==> config.mk <==
export PLATFORM = sky130hd
export DESIGN_NAME = i2c_scl_gen_flat
export DESIGN_NICKNAME = d
export VERILOG_FILES = /design/src/rtl/i2c_scl_gen_pkg.sv /design/src/rtl/i2c_scl_gen_if.sv /design/src/rtl/i2c_scl_gen_sync2.sv /design/src/rtl/i2c_scl_gen.sv /design/src/flat_wrapper.sv
export SDC_FILE = /design/constraint.sdc
export NUM_CORES = 1
export LEC_CHECK = 0
export CORE_MARGIN = 2
export CORE_UTILIZATION = 45
export CTS_BUF_LIST = sky130_fd_sc_hd__clkbuf_16
export DETAILED_ROUTE_END_ITERATION = 10
export DONT_BUFFER_PORTS = 1
export SLEW_MARGIN = 15
export SYNTH_ARGS = -nofsm -noshare
export SYNTH_HDL_FRONTEND = slang
export SYNTH_SLANG_ARGS = --single-unit
==> constraint.sdc <==
create_clock -name clk -period 8.4 [get_ports clk]
set_clock_uncertainty 0.2 [all_clocks]
set_input_delay 1.68 -clock clk [delete_from_list [all_inputs] [get_ports clk]]
set_output_delay 1.68 -clock clk [all_outputs]
set_load 0.05 [all_outputs]
==> src/rtl/i2c_scl_gen_pkg.sv <==
// rtl/i2c_scl_gen_pkg.sv - shared types and constants for the I2C SCL generator
// Contents: state_e (IDLE, Q0..Q3 quarter phases), SYNC_STAGES (pad synchronizer depth).
package i2c_pkg;

  // Q0/Q1 hold SCL low, Q2/Q3 release it.
  typedef enum logic [2:0] {
    IDLE = 3'd0,
    Q0   = 3'd1,
    Q1   = 3'd2,
    Q2   = 3'd3,
    Q3   = 3'd4
  } state_e;

  localparam int SYNC_STAGES = 2;

endpackage

==> src/rtl/i2c_scl_gen_if.sv <==
// rtl/i2c_scl_gen_if.sv - control/strobe bundle between byte engine and SCL generator
// Signals: en, div (quarter period), scl_in (raw pad) toward the generator;
//          scl_oe, busy, fall/chg/rise/smp strobes, stretch back to the byte engine.
// Modports: master = byte engine side, slave = SCL generator.
interface i2c_scl_gen_if #(
  parameter int DIV_W = 16
);
  logic             en;
  logic [DIV_W-1:0] div;
  logic             scl_in;
  logic             scl_oe;
  logic             busy;
  logic             fall_stb;
  logic             chg_stb;
  logic             rise_stb;
  logic             smp_stb;
  logic             stretch;

  modport master (
    output en, div, scl_in,
    input  scl_oe, busy, fall_stb, chg_stb, rise_stb, smp_stb, stretch
  );

  modport slave (
    input  en, div, scl_in,
    output scl_oe, busy, fall_stb, chg_stb, rise_stb, smp_stb, stretch
  );
endinterface

==> src/rtl/i2c_scl_gen_sync2.sv <==
// rtl/i2c_scl_gen_sync2.sv - 2-flop synchronizer (reset value 1) for I2C pad inputs
// Ports: clk, rst_n (async active-low), d (asynchronous input), q (synchronized output).
module i2c_sync2
  import i2c_pkg::*;
(
  input  logic clk,
  input  logic rst_n,
  input  logic d,
  output logic q
);

  logic [SYNC_STAGES-1:0] sync_q;
  logic [SYNC_STAGES-1:0] sync_d;

  always_comb begin
    sync_d = {sync_q[SYNC_STAGES-2:0], d};
  end

  // Reset to 1: an idle I2C bus line is pulled high.
  always_ff @(posedge clk or negedge rst_n) begin
    if (!rst_n) begin
      sync_q <= '1;
    end else begin
      sync_q <= sync_d;
    end
  end

  assign q = sync_q[SYNC_STAGES-1];

endmodule

==> src/rtl/i2c_scl_gen.sv <==
// rtl/i2c_scl_gen.sv - programmable I2C SCL generator with quarter-phase strobes
// Ports: clk, rst_n (async active-low), bus (i2c_scl_gen_if.slave): en, div, scl_in in;
//        scl_oe, busy, fall_stb, chg_stb, rise_stb, smp_stb, stretch out.
// Macro I2C_SCL_STRETCH_EN: synchronize scl_in and hold the high phase while a slave stretches.
module i2c_scl_gen
  import i2c_pkg::*;
#(
  parameter int DIV_W = 16
)
(
  input  logic         clk,
  input  logic         rst_n,
  i2c_scl_gen_if.slave bus
);

  localparam logic [DIV_W-1:0] ONE = DIV_W'(1);

  state_e           state_q, state_d;
  logic [DIV_W-1:0] cnt_q, cnt_d;
  logic [DIV_W-1:0] div_q, div_d;
  logic [DIV_W-1:0] div_eff;
  logic             scl_oe_q, scl_oe_d;
  logic             busy_q, busy_d;
  logic             fall_q, fall_d;
  logic             chg_q, chg_d;
  logic             rise_q, rise_d;
  logic             smp_q, smp_d;
  logic             stretch_q, stretch_d;
  logic             scl_s;
  logic             last;

`ifdef I2C_SCL_STRETCH_EN
  i2c_sync2 u_scl_sync (
    .clk   (clk),
    .rst_n (rst_n),
    .d     (bus.scl_in),
    .q     (scl_s)
  );
`else
  logic unused_scl_in;
  assign unused_scl_in = bus.scl_in;
  assign scl_s         = 1'b1;
`endif

  always_comb begin
    div_eff = (bus.div == '0) ? ONE : bus.div;
    last    = (cnt_q == div_q - ONE);
    state_d = state_q;
    cnt_d   = cnt_q + ONE;
    div_d   = div_q;

    case (state_q)
      IDLE: begin
        cnt_d = '0;
        if (bus.en) begin
          state_d = Q0;
          div_d   = div_eff;
        end
      end
      Q0: begin
        if (last) begin
          state_d = Q1;
          cnt_d   = '0;
        end
      end
      Q1: begin
        if (last) begin
          state_d = Q2;
          cnt_d   = '0;
        end
      end
      Q2: begin
        // A slave holding SCL low freezes the high-phase count.
        if (!scl_s) begin
          cnt_d = cnt_q;
        end else if (last) begin
          state_d = Q3;
          cnt_d   = '0;
        end
      end
      Q3: begin
        // en is only looked at here, so a period is never cut short.
        if (last) begin
          cnt_d = '0;
          if (bus.en) begin
            state_d = Q0;
            div_d   = div_eff;
          end else begin
            state_d = IDLE;
          end
        end
      end
      default: begin
        state_d = IDLE;
        cnt_d   = '0;
      end
    endcase

    // Outputs are derived from the next state so they register alongside it.
    scl_oe_d = (state_d == Q0) || (state_d == Q1);
    busy_d   = (state_d != IDLE);
    fall_d   = (state_d == Q0) && (state_q != Q0);
    chg_d    = (state_d == Q1) && (state_q != Q1);
    rise_d   = (state_d == Q2) && (state_q != Q2);
    smp_d    = (state_d == Q3) && (state_q != Q3);

`ifdef I2C_SCL_STRETCH_EN
    // rise_q marks the first Q2 cycle; from the second onward a low scl_s is a stretch.
    stretch_d = (state_q == Q2) && !scl_s && !rise_q;
`else
    stretch_d = 1'b0;
`endif
  end

  always_ff @(posedge clk or negedge rst_n) begin
    if (!rst_n) begin
      state_q   <= IDLE;
      cnt_q     <= '0;
      div_q     <= ONE;
      scl_oe_q  <= 1'b0;
      busy_q    <= 1'b0;
      fall_q    <= 1'b0;
      chg_q     <= 1'b0;
      rise_q    <= 1'b0;
      smp_q     <= 1'b0;
      stretch_q <= 1'b0;
    end else begin
      state_q   <= state_d;
      cnt_q     <= cnt_d;
      div_q     <= div_d;
      scl_oe_q  <= scl_oe_d;
      busy_q    <= busy_d;
      fall_q    <= fall_d;
      chg_q     <= chg_d;
      rise_q    <= rise_d;
      smp_q     <= smp_d;
      stretch_q <= stretch_d;
    end
  end

  assign bus.scl_oe   = scl_oe_q;
  assign bus.busy     = busy_q;
  assign bus.fall_stb = fall_q;
  assign bus.chg_stb  = chg_q;
  assign bus.rise_stb = rise_q;
  assign bus.smp_stb  = smp_q;
  assign bus.stretch  = stretch_q;

endmodule

==> src/flat_wrapper.sv <==
// flat-port wrapper written by rule: the top's interface ports become plain ports
module i2c_scl_gen_flat import i2c_pkg::*;
#(
  parameter int DIV_W = 16
)
  (clk, rst_n, bus_en, bus_div, bus_scl_in, bus_scl_oe, bus_busy, bus_fall_stb, bus_chg_stb, bus_rise_stb, bus_smp_stb, bus_stretch);
  i2c_scl_gen_if #(.DIV_W(DIV_W)) bus_i ();
  input  logic clk;
  input  logic rst_n;
  input wire logic [$bits(bus_i.en)-1:0] bus_en;
  input wire logic [$bits(bus_i.div)-1:0] bus_div;
  input wire logic [$bits(bus_i.scl_in)-1:0] bus_scl_in;
  output wire logic [$bits(bus_i.scl_oe)-1:0] bus_scl_oe;
  output wire logic [$bits(bus_i.busy)-1:0] bus_busy;
  output wire logic [$bits(bus_i.fall_stb)-1:0] bus_fall_stb;
  output wire logic [$bits(bus_i.chg_stb)-1:0] bus_chg_stb;
  output wire logic [$bits(bus_i.rise_stb)-1:0] bus_rise_stb;
  output wire logic [$bits(bus_i.smp_stb)-1:0] bus_smp_stb;
  output wire logic [$bits(bus_i.stretch)-1:0] bus_stretch;
  assign bus_i.en = bus_en;
  assign bus_i.div = bus_div;
  assign bus_i.scl_in = bus_scl_in;
  assign bus_scl_oe = bus_i.scl_oe;
  assign bus_busy = bus_i.busy;
  assign bus_fall_stb = bus_i.fall_stb;
  assign bus_chg_stb = bus_i.chg_stb;
  assign bus_rise_stb = bus_i.rise_stb;
  assign bus_smp_stb = bus_i.smp_stb;
  assign bus_stretch = bus_i.stretch;
  i2c_scl_gen #(.DIV_W(DIV_W)) u_core (.clk(clk), .rst_n(rst_n), .bus(bus_i));
endmodule
Word level (Yosys, flattened, before mapping)
Index checks and enable logic that the tools add are counted.
Widths: inputs -> output; s select.
{ "word_totals": {"in_bits": 20, "reg_bits": 41} }
{ "classes": {"n_eq_ne": 14, "reduce_logical": 11, "muxes": 13, "n_addsub": 2} }
{ "ops": {"columns": ["operator", "count"], "rows": [
  ["$mux 16", 5],
  ["$pmux 16 s2", 1],
  ["$add 16x1->16 const B", 1],
  ["$eq 16x16->1", 1],
  ["$logic_not 16->1", 1],
  ["$sub 16x1->16 const B", 1],
  ["$mux 3", 5],
  ["$pmux 3 s5", 1],
  ["$eq 3x2->1 const B", 4],
  ["$eq 3x1->1 const B", 2],
  ["$eq 3x3->1 const B", 2],
  ["$ne 3x2->1 const B", 2],
  ["$logic_and 1x1->1", 4],
  ["$reduce_or 4->1", 1],
  ["$logic_not 3->1", 1],
  ["$ne 3x1->1 const B", 1],
  ["$ne 3x3->1 const B", 1],
  ["$reduce_bool 3->1", 1],
  ["$ne 2x1->1 const B", 1],
  ["$reduce_and 2->1", 1],
  ["$reduce_bool 2->1", 1],
  ["$logic_or 1x1->1", 1],
  ["$mux 1", 1]
]} }

Longest topological paths before layout
Gate-level depths: netlist of run 1.
{ "logic_depth": {"ltp_word": 6, "mapped_depth": 12, "ltp_nobuf": 9} }

Worst setup path after synthesis of run 1
OpenSTA, ideal clock, no wires.
{ "synth_path": {"path_type": "register to register", "from": "register u_core.div_q[5]", "to": "register u_core.div_q[10]", "arrival_time_ns": 3.049, "setup_ns": 0.125, "setup_slack_ns": 5.025, "n_path_buf": 4, "stages_incl_launch_ff": 12, "synth_period_minus_slack_ns": 3.375, "path_cell_list": "dfrtp_1 > buf_6 > or4_1 > or3_1 > buf_2 > or4b_4 > a22oi_2 > and4b_1 > buf_4 > o21ai_4 > buf_6 > mux2_4"} }
{ "synth_between": {"elab_chain_len": 4} }
{ "synth_rtl": {"columns": ["item", "line_no", "source"], "rows": [
  ["start: declaration", "i2c_scl_gen.sv:20", "logic [DIV_W-1:0] div_q, div_d;"],
  ["start signal: assignment", "i2c_scl_gen.sv:130", "div_q <= div_d;"],
  ["$sub 16x1->16", "i2c_scl_gen.sv:47", "last = (cnt_q == div_q - ONE);"],
  ["$eq 16x16->1", "i2c_scl_gen.sv:47", null],
  ["$ne 2x1->1 (no line)", null, null],
  ["$reduce_and 2->1 (no line)", null, null]
]} }
No other way between the ends.
A chain may end at the register's enable or synchronous reset.

Final worst setup path of run 1
{ "layout_path": {"from": "register u_core.div_q[5]", "to": "register u_core.div_q[3]"} }
Same word-level chain as after synthesis.

==> results.ini, run 1 <==
[worst_setup_path]
arrival_ns=3.96
startpoint_type=flop
cp_top_family=simple AND/OR/NAND/NOR gates
critPathMaxStageDelay_ns=0.78
worst_ep_required_time_ns=8.37
path_cells=or4_1 > or3_1 > o41ai_1 > a22oi_2 > and4b_1 > o21ai_4 > mux2_2
crit_slowest_cell=or4_1
worstSetupPathType=flop to flop
crit-reg2reg-launch=u_core.div_q[5]
critPathMaxFanout=17
rr_endpoint=u_core.div_q[3]
worst-r2r-setup-slack_ns=4.41
reg2regPathDepth=7
crit_path_end_kind=flop
worst-path-buf-inv=0

[floorplanning]
die_w_um=79.4
rows=27
io_pins=27
start_util=0.465
die-area_um2=6310
die_y_um=79.4
core_um2=5510

[power_and_ir_drop]
p_leak_nw=1.18
powerDensity_nw_per_um2=314
ir_drop_mv=0.132

[synth]
yosys_warnings=0
ys_ff_latch=41
seq_area_frac_synth=0.401
synth-edff-count=0
async_reset_ff_frac=1.00
syn_inst=258
synth_common_cells=40 x dfrtp_1, 27 x nor2_1, 18 x xor2_1, 15 x xnor2_1, 13 x nand3_1
synth_cell_type_count=58
synth_largest_area_cell=dfrtp_1
ys.flop_type=dfrtp_1
synth_most_common_cell=dfrtp_1
netlist.area_leader.share=0.391
netlist_area_um2=2560
syn-num-nets=280
synth.avg_cell_area_um2=9.92
synth_area_leaders=dfrtp_1 39%, xor2_1 6.2%, xnor2_1 5.1%

[clock_tree]
clock_sinks=41
clockBufferDepth=2
cts-buffers-inserted=5
cts_max_level=2
postCtsSetupBuffers=0
clock_latency_ns=0.28
postCtsHoldBufs=0
cts_resized=0
cts_tree=done
clk_pin_slew_ns=0.06
cts-root-buf=clkbuf_16

[placed_design]
place_congestion=0.821
place_ws_ns=4.47
numPortBuffers=0
dp_hpwl_um=3970

[global_route]
grt.overflow.total=0
track_usage=0.190
antenna_found_initial=0
grt_pass1_vias=1847
grt_max_degree=42
grt_pass1_wl_um=9190

[status]
status=finished, final reports clean

[layout]
antenna-diode-count=0
drive_above_1_share=0.104
nets=271
syn_to_final_growth_pct=6.55

[routing]
wl_per_cell_um=16.7
vias=1865
drc_errors=0
routed_via_density=5.79
drt-total-wl_um=5390
first_iter_violations=104
drtAntennaViolNets=0
firstDrtPassIters=4

[timing]
grt_setup_unrepaired=no
fmax_mhz=251
final-setup-viol-count=0
drv_slew=0
hold_viol=0
slew_headroom=0.515
finalCritPeriodShare=0.475
tightestPinTransition_ns=0.709
post-route-min-period_ns=3.99
fin_setup_tns_ns=0
setup_ws_ns=4.41

[min_path]
hold_depth=1
hp-start=u_core.cnt_q[0]
hold_path_class=flop to flop
hold_end=u_core.cnt_q[0]

[run]
maxCapViolCount=0

[cells by family after synthesis]
logic type | synth area share
buffers and inverters | 0.0450
adders and majority gates | 0.00978
and+or+nand+nor | 0.212
DFF | 0.401
xor gates and xnor gates | 0.122
other | 0.00147
AOI/OAI and AO/OA | 0.115
muxes | 0.0934
[state kept, by name, indices dropped and copies added (netlist names)]
register	count
u_core.bus.busy	1
u_core.bus.chg_stb	1
u_core.bus.scl_oe	1
u_core.bus.fall_stb	1
u_core.state_q	3
u_core.bus.rise_stb	1
u_core.cnt_q	16
u_core.bus.smp_stb	1
u_core.div_q	16
[report_power, final]
group	leakage, nW	switching [mW]	internal, mW
sequential	0.514	0.0971	0.254
combinational	0.587	0.140	0.155
clock	0.0826	0.0730	0.138
[through the flow]
step	std cells	total power [mW]	instance area, um2	hold slack [ns]	utilization
2_1_floorplan	258	0.586	2560	0.283	-
3_3_place_gp	314	0.638	2560	0.337	0.466
3_5_place_dp	314	0.645	2560	0.347	0.466
4_1_cts	322	0.860	2730	0.353	0.495
5_1_grt	322	0.921	2730	0.369	0.495
6_report	322	0.857	2730	0.345	0.495
[layout make-up]
| class | count | area, um2 |
|---|---|---|
| fill | 522 | 2780 |
| multi-input combinational | 193 | 1420 |
| sequential | 41 | 1030 |
| clock buffer | 5 | 125 |
| tap | 72 | 90.1 |
| clock inverter | 3 | 37.5 |
| inverter | 8 | 30.0 |
[layer usage]
metal / GRT usage / routed length [um] / vias to the layer above / share of wire
met5: 0 / 0 / - / 0
met4: 0.0500 / 19 / 0 / 0.0035
met3: 0.0520 / 158 / 2 / 0.029
met2: 0.280 / 2520 / 32 / 0.47
met1: 0.277 / 2700 / 921 / 0.50
li1: - / - / 910 / -
[layout by cell type (no fill, tap or decap), types with 3 or more instances in the layout]
| master | synthesis | final |
|---|---|---|
| inv_1 | 8 | 9 |
| xnor2_1 | 15 | 15 |
| a2111oi_0 | 4 | 4 |
| nor4_1 | 4 | 4 |
| and3_1 | 11 | 11 |
| clkbuf_16 | 0 | 5 |
| nand2b_1 | 4 | 4 |
| o41ai_1 | 3 | 3 |
| nor3_1 | 8 | 8 |
| nand3_1 | 13 | 13 |
| nor2_1 | 27 | 27 |
| nand2_1 | 12 | 12 |
| nand4_1 | 3 | 3 |
| dfrtp_1 | 40 | 40 |
| o21ai_0 | 6 | 6 |
| mux2_2 | 7 | 7 |
| mux2i_1 | 4 | 4 |
| xor2_1 | 18 | 18 |
| or3_1 | 3 | 3 |
| mux2_4 | 8 | 8 |
[worst max-delay path by stage]
stage / from / end / slack, ns / cells after the start
floorplan: u_core.div_q[5] / u_core.div_q[10] / 5.03 / 11
global placement: u_core.div_q[5] / u_core.div_q[2] / 4.47 / 7
detailed placement: u_core.div_q[5] / u_core.div_q[3] / 4.47 / 7
CTS: u_core.div_q[5] / u_core.div_q[3] / 4.44 / 7
global route: u_core.div_q[5] / u_core.div_q[15] / 4.13 / 7
finish: u_core.div_q[5] / u_core.div_q[3] / 4.41 / 7
[worst register-to-register path: stages, from the launching register on]
cell and delay [ns]:
dfrtp_1 0.47, or4_1 0.78, or3_1 0.54, o41ai_1 0.46
a22oi_2 0.11, and4b_1 0.34, o21ai_4 0.56, mux2_2 0.42
(Power assumes the default switching activity.)
==> inputs of run 2 (changes only) <==
- clock period: 8.4 -> 3.4 ns (I/O delays scaled with it)
==> results.ini, run 2 (synthesis results as in run 1) <==
[floorplanning]
start_util=0.465  ; unchanged
io_pins=27  ; unchanged
die_y_um=79.4  ; unchanged
rows=27  ; unchanged
die_w_um=79.4  ; unchanged
core_um2=5510  ; unchanged
die-area_um2=6310  ; unchanged

[routing]
drtAntennaViolNets=0  ; unchanged
routed_via_density=5.56  ; -4.0%
drt-total-wl_um=5700  ; +5.7%
first_iter_violations=132  ; +27%
vias=1958  ; +5.0%
drc_errors=0  ; unchanged
firstDrtPassIters=4  ; unchanged
wl_per_cell_um=16.2  ; -3.3%

[timing]
final-setup-viol-count=0  ; unchanged
finalCritPeriodShare=0.970  ; +0.494
fmax_mhz=303  ; +21%
hold_viol=0  ; unchanged
fin_setup_tns_ns=0  ; unchanged
post-route-min-period_ns=3.30  ; -0.694 ns
drv_slew=0  ; unchanged

[layout]
top_regs=u_core.cnt_q (16), u_core.div_q (16), u_core.state_q (3)
fill_cells=511  ; -2.1%
syn_to_final_growth_pct=18.5
nets=301  ; +11%
layoutNonFillerInstCount=352  ; +9.3%
mostFrequentLayoutCell=dfrtp_1
layout_common_cells=40 x dfrtp_1, 27 x nor2_1, 26 x buf_4
drive_above_1_share=0.239  ; +0.135
antenna-diode-count=0  ; unchanged

[global_route]
grt_max_degree=41  ; -2.4%
grt.overflow.total=0  ; unchanged
grt_pass1_wl_um=9730  ; +5.9%
antenna_found_initial=0  ; unchanged
grt_pass1_vias=2006  ; +8.6%
track_usage=0.198  ; +0.00803

[placed_design]
dp_hpwl_um=4300  ; +8.3%
placed_cells=341  ; +8.6%
place_congestion=0.845  ; +2.8%
numPortBuffers=0  ; unchanged

[clock_tree]
cts_tree=done
clock_sinks=41  ; unchanged
cts-root-buf=clkbuf_16
cts_max_level=2  ; unchanged
clock_latency_ns=0.28  ; about the same
clockBufferDepth=2  ; unchanged
cts-buffers-inserted=5  ; unchanged
clk_pin_slew_ns=0.06  ; about the same

[power_and_ir_drop]
ir_drop_mv=0.349  ; +160%
p_leak_nw=1.35  ; +14%
powerDensity_nw_per_um2=776  ; +150%

[worst_setup_path]
worst_ep_required_time_ns=3.36  ; -5.01 ns
crit-reg2reg-launch=u_core.div_q[1]
worstSetupPathType=flop to flop
worst-r2r-setup-slack_ns=0.10  ; -4.31 ns
crit_path_end_kind=flop
critPathMaxFanout=14  ; -3
reg2regPathDepth=11  ; +4
rr_endpoint=u_core.div_q[12]
arrival_ns=3.26  ; -0.70 ns
startpoint_type=flop

[min_path]
hold_path_class=primary input to async pin

[run]
maxCapViolCount=0  ; unchanged

[status]
status=finished, final reports clean

==> run 2: where the power goes <==
group | leakage (nW) | switching, mW | total [mW] | internal [mW]
sequential | 0.514 | 0.144 | 0.772 | 0.627
clock | 0.0850 | 0.182 | 0.524 | 0.342
combinational | 0.752 | 0.515 | 1.06 | 0.541
==> run 2: area by class of cell <==
| cell class | instances | area (um2) | area share |
|---|---|---|---|
| Multi-Input combinational cell | 193 | 1450 | 0.480 |
| Sequential cell | 41 | 1030 | 0.339 |
| Timing Repair Buffer | 30 | 267 | 0.0879 |
| Clock buffer | 5 | 125 | 0.0413 |
| Tap cell | 72 | 90.1 | 0.0297 |
| Clock inverter | 3 | 38.8 | 0.0128 |
| Inverter | 8 | 30.0 | 0.00991 |
==> run 2: timing repair <==
item	in CTS	in global routing
pin swaps	1	1
hold buffers	1	0
endpoints found under the hold margin	40	0
setup endpoints to repair	15	38
resized for setup	2	11
setup buffers	2	0
==> run 2: critical path, cell delays in order (launching register included) <==
cell and delay (ns):
dfrtp_1 0.38, inv_1 0.06, ha_2 0.16, or4b_4 0.48, buf_6 0.16, or4b_4 0.54, a32oi_1 0.18, o211a_1 0.18
and4b_2 0.28, o21ai_4 0.08, buf_12 0.16, mux2_4 0.30
==> run 2: metal layers <==
metal,GRT usage,vias to the layer above,wire [um]
met5,0,-,0
met4,0.0483,0,59
met3,0.0396,6,196
met2,0.325,29,2780
met1,0.271,955,2660
li1,-,968,-
==> run 2: worst max-delay path by stage <==
stage,from,end,slack (ns),cells past startpoint
6_report,u_core.div_q[1],u_core.div_q[12],0.10,11
5_1_grt,u_core.div_q[1],u_core.bus.smp_stb,-0.08,12
4_1_cts,u_core.div_q[0],u_core.div_q[12],0.02,11
3_5_place_dp,u_core.div_q[0],u_core.div_q[2],-0.05,10
3_3_place_gp,u_core.div_q[0],u_core.div_q[2],-0.001,9
2_1_floorplan,u_core.div_q[5],u_core.div_q[10],0.03,11
==> run 2: through the flow <==
stage	util	hold WS (ns)	setup WS [ns]	total power [mW]	instance area (um2)
after floorplan	-	0.184	0.0254	1.45	2560
after global placement	0.505	0.186	-0.00146	1.75	2780
after detailed placement	0.505	0.186	-0.0494	1.77	2780
after CTS	0.544	0.0319	0.0187	2.33	2990
final	0.551	0.0358	0.104	2.35	3030
after global routing	0.551	0.0312	-0.0755	2.52	3030
==> inputs of run 3 (changes only) <==
- CELL_PAD_IN_SITES_DETAIL_PLACEMENT: not set -> 1
- CELL_PAD_IN_SITES_GLOBAL_PLACEMENT: not set -> 2
- CORE_UTILIZATION: 45 -> 37
- PLACE_DENSITY_LB_ADDON: not set -> 0.1
==> results.ini, run 3 (synthesis results as in run 1) <==
[global_route]
grt_pass1_wl_um=11000  ; +13%
grt_max_degree=41  ; unchanged
antenna_found_initial=0  ; unchanged
grt.overflow.total=0  ; unchanged
grt_pass1_vias=2126  ; +6.0%
track_usage=0.188  ; -0.0106

[timing]
finalCritPeriodShare=0.974  ; +0.00416
hold_viol=0  ; unchanged
fmax_mhz=302  ; -0.43%
post-route-min-period_ns=3.31  ; +0.0141 ns
setup_ws_ns=0.0894  ; -0.0141 ns
worst_hold_slack_ns=0.0347  ; -0.00109 ns
final-setup-viol-count=0  ; unchanged
drv_slew=0  ; unchanged

[floorplanning]
die_w_um=87.2  ; +9.8%
core_um2=6760  ; +23%
io_pins=27  ; unchanged
die_y_um=87.2  ; +9.8%
start_util=0.379  ; -0.0860
die-area_um2=7600  ; +20%
rows=30  ; +11%

[layout]
layout_common_cells=40 x dfrtp_1, 27 x nor2_1, 25 x buf_4
nets=301  ; unchanged
top_regs=u_core.cnt_q (16), u_core.div_q (16), u_core.state_q (3)
syn_to_final_growth_pct=19.7
drive_above_1_share=0.246  ; +0.00714
design_area_um2=3060  ; +1.0%
mostFrequentLayoutCell=dfrtp_1
fill_cells=765  ; +50%
antenna-diode-count=0  ; unchanged

[placed_design]
place_ws_ns=-0.0994  ; -0.0501 ns
place_congestion=0.847  ; +0.31%
placed_area_um2=2770  ; -0.18%
dp_hpwl_um=4990  ; +16%
numPortBuffers=0  ; unchanged

[worst_setup_path]
arrival_ns=3.28  ; +0.02 ns
startpoint_type=flop
worstSetupPathType=flop to flop
crit_slowest_cell=or4b_4
crit_path_end_kind=flop
critPathMaxFanout=8  ; -6
critPathMaxStageDelay_ns=0.52  ; -0.02 ns
path_cells=inv_2 > ha_2 > or4b_4 > buf_6 > or4b_4 > a32oi_2 > o211a_1 > and4b_2 > o21ai_4 > mux2_4
worst_ep_required_time_ns=3.37  ; about the same
cpMostUsedCell=or4b_4

[routing]
vias=2042  ; +4.3%
drc_errors=0  ; unchanged
wl_per_cell_um=19.1  ; +18%
drt-total-wl_um=6870  ; +21%
routed_via_density=5.67  ; +2.0%
first_iter_violations=41  ; -69%
drtAntennaViolNets=0  ; unchanged
firstDrtPassIters=4  ; unchanged

[clock_tree]
clock_latency_ns=0.28  ; about the same
cts_max_level=2  ; unchanged
clockBufferDepth=2  ; unchanged
cts-buffers-inserted=5  ; unchanged
clk_pin_slew_ns=0.06  ; about the same
clock_sinks=41  ; unchanged
cts_tree=done
cts-root-buf=clkbuf_16

[min_path]
hold_path_class=primary input to async pin

[power_and_ir_drop]
p_leak_nw=1.34  ; -1.1%
powerDensity_nw_per_um2=779  ; +0.39%
ir_drop_mv=0.231  ; -34%
p_total_mw=2.38  ; +1.4%

[run]
maxCapViolCount=0  ; unchanged

[status]
status=finished, final reports clean

-- run 3: routing by layer --
metal | track usage | routed length, um | part of all wire | up-vias
li1 | - | - | - | 977
met1 | 0.257 | 3280 | 0.48 | 1035
met2 | 0.312 | 3370 | 0.49 | 23
met3 | 0.0294 | 136 | 0.020 | 7
met4 | 0.0462 | 90 | 0.013 | 0
met5 | 0 | 0 | 0 | -
-- run 3: worst paths after layout --
check / start / endpoint / slack, ns / cells past startpoint
max in group asynchronous: rst_n / u_core.div_q[10] / 2.77 / 1
hold / removal: rst_n / u_core.div_q[0] / 0.03 / 0
setup / recovery: u_core.div_q[0] / u_core.div_q[14] / 0.09 / 10
hold reg to reg: u_core.div_q[0] / u_core.div_q[0] / 0.30 / 2
min in group clk: u_core.div_q[0] / u_core.div_q[0] / 0.30 / 2
setup reg to reg: u_core.div_q[0] / u_core.div_q[14] / 0.09 / 10
-- run 3: layout make-up --
cell class,instances,area (um2),area share
well taps,80,100,0.0327
multi-input cells,195,1490,0.487
clock inverters,3,41.3,0.0135
flip-flops and latches,41,1030,0.335
clock buffers,5,125,0.0408
inverters,8,30.0,0.00980
repair buffers,28,246,0.0805
-- run 3: per-stage QoR --
step | cells | utilization | TNS (ns)
after floorplan | 258 | - | 0
after global placement | 347 | 0.411 | -0.802
after detailed placement | 347 | 0.411 | -1.09
after CTS | 357 | 0.443 | 0
after global routing | 360 | 0.453 | -0.0234
final | 360 | 0.453 | 0
-- run 3: timing repair --
action	4_1_cts	5_1_grt
pin swaps	1	5
hold buffers	1	0
setup endpoints to repair	18	38
resized for setup	5	12
setup buffers	0	2
endpoints found under the hold margin	40	0
gates cloned	1	1
-- run 3: worst max-delay path, delay by kind of cell (launching register included) --
kind | cells | cell delay [ns]
AND/OR/NAND/NOR | 3 | 1.40
AO/OA/AOI/OAI | 3 | 0.51
buffers and inverters | 2 | 0.22
multiplexers | 1 | 0.33
flip-flops | 1 | 0.37
adder cells (fa/ha/maj) | 1 | 0.17
-- run 3: report_power, final --
part           switching, mW  internal [mW]
registers              0.156          0.627
clock network          0.195          0.344
logic                  0.531          0.531
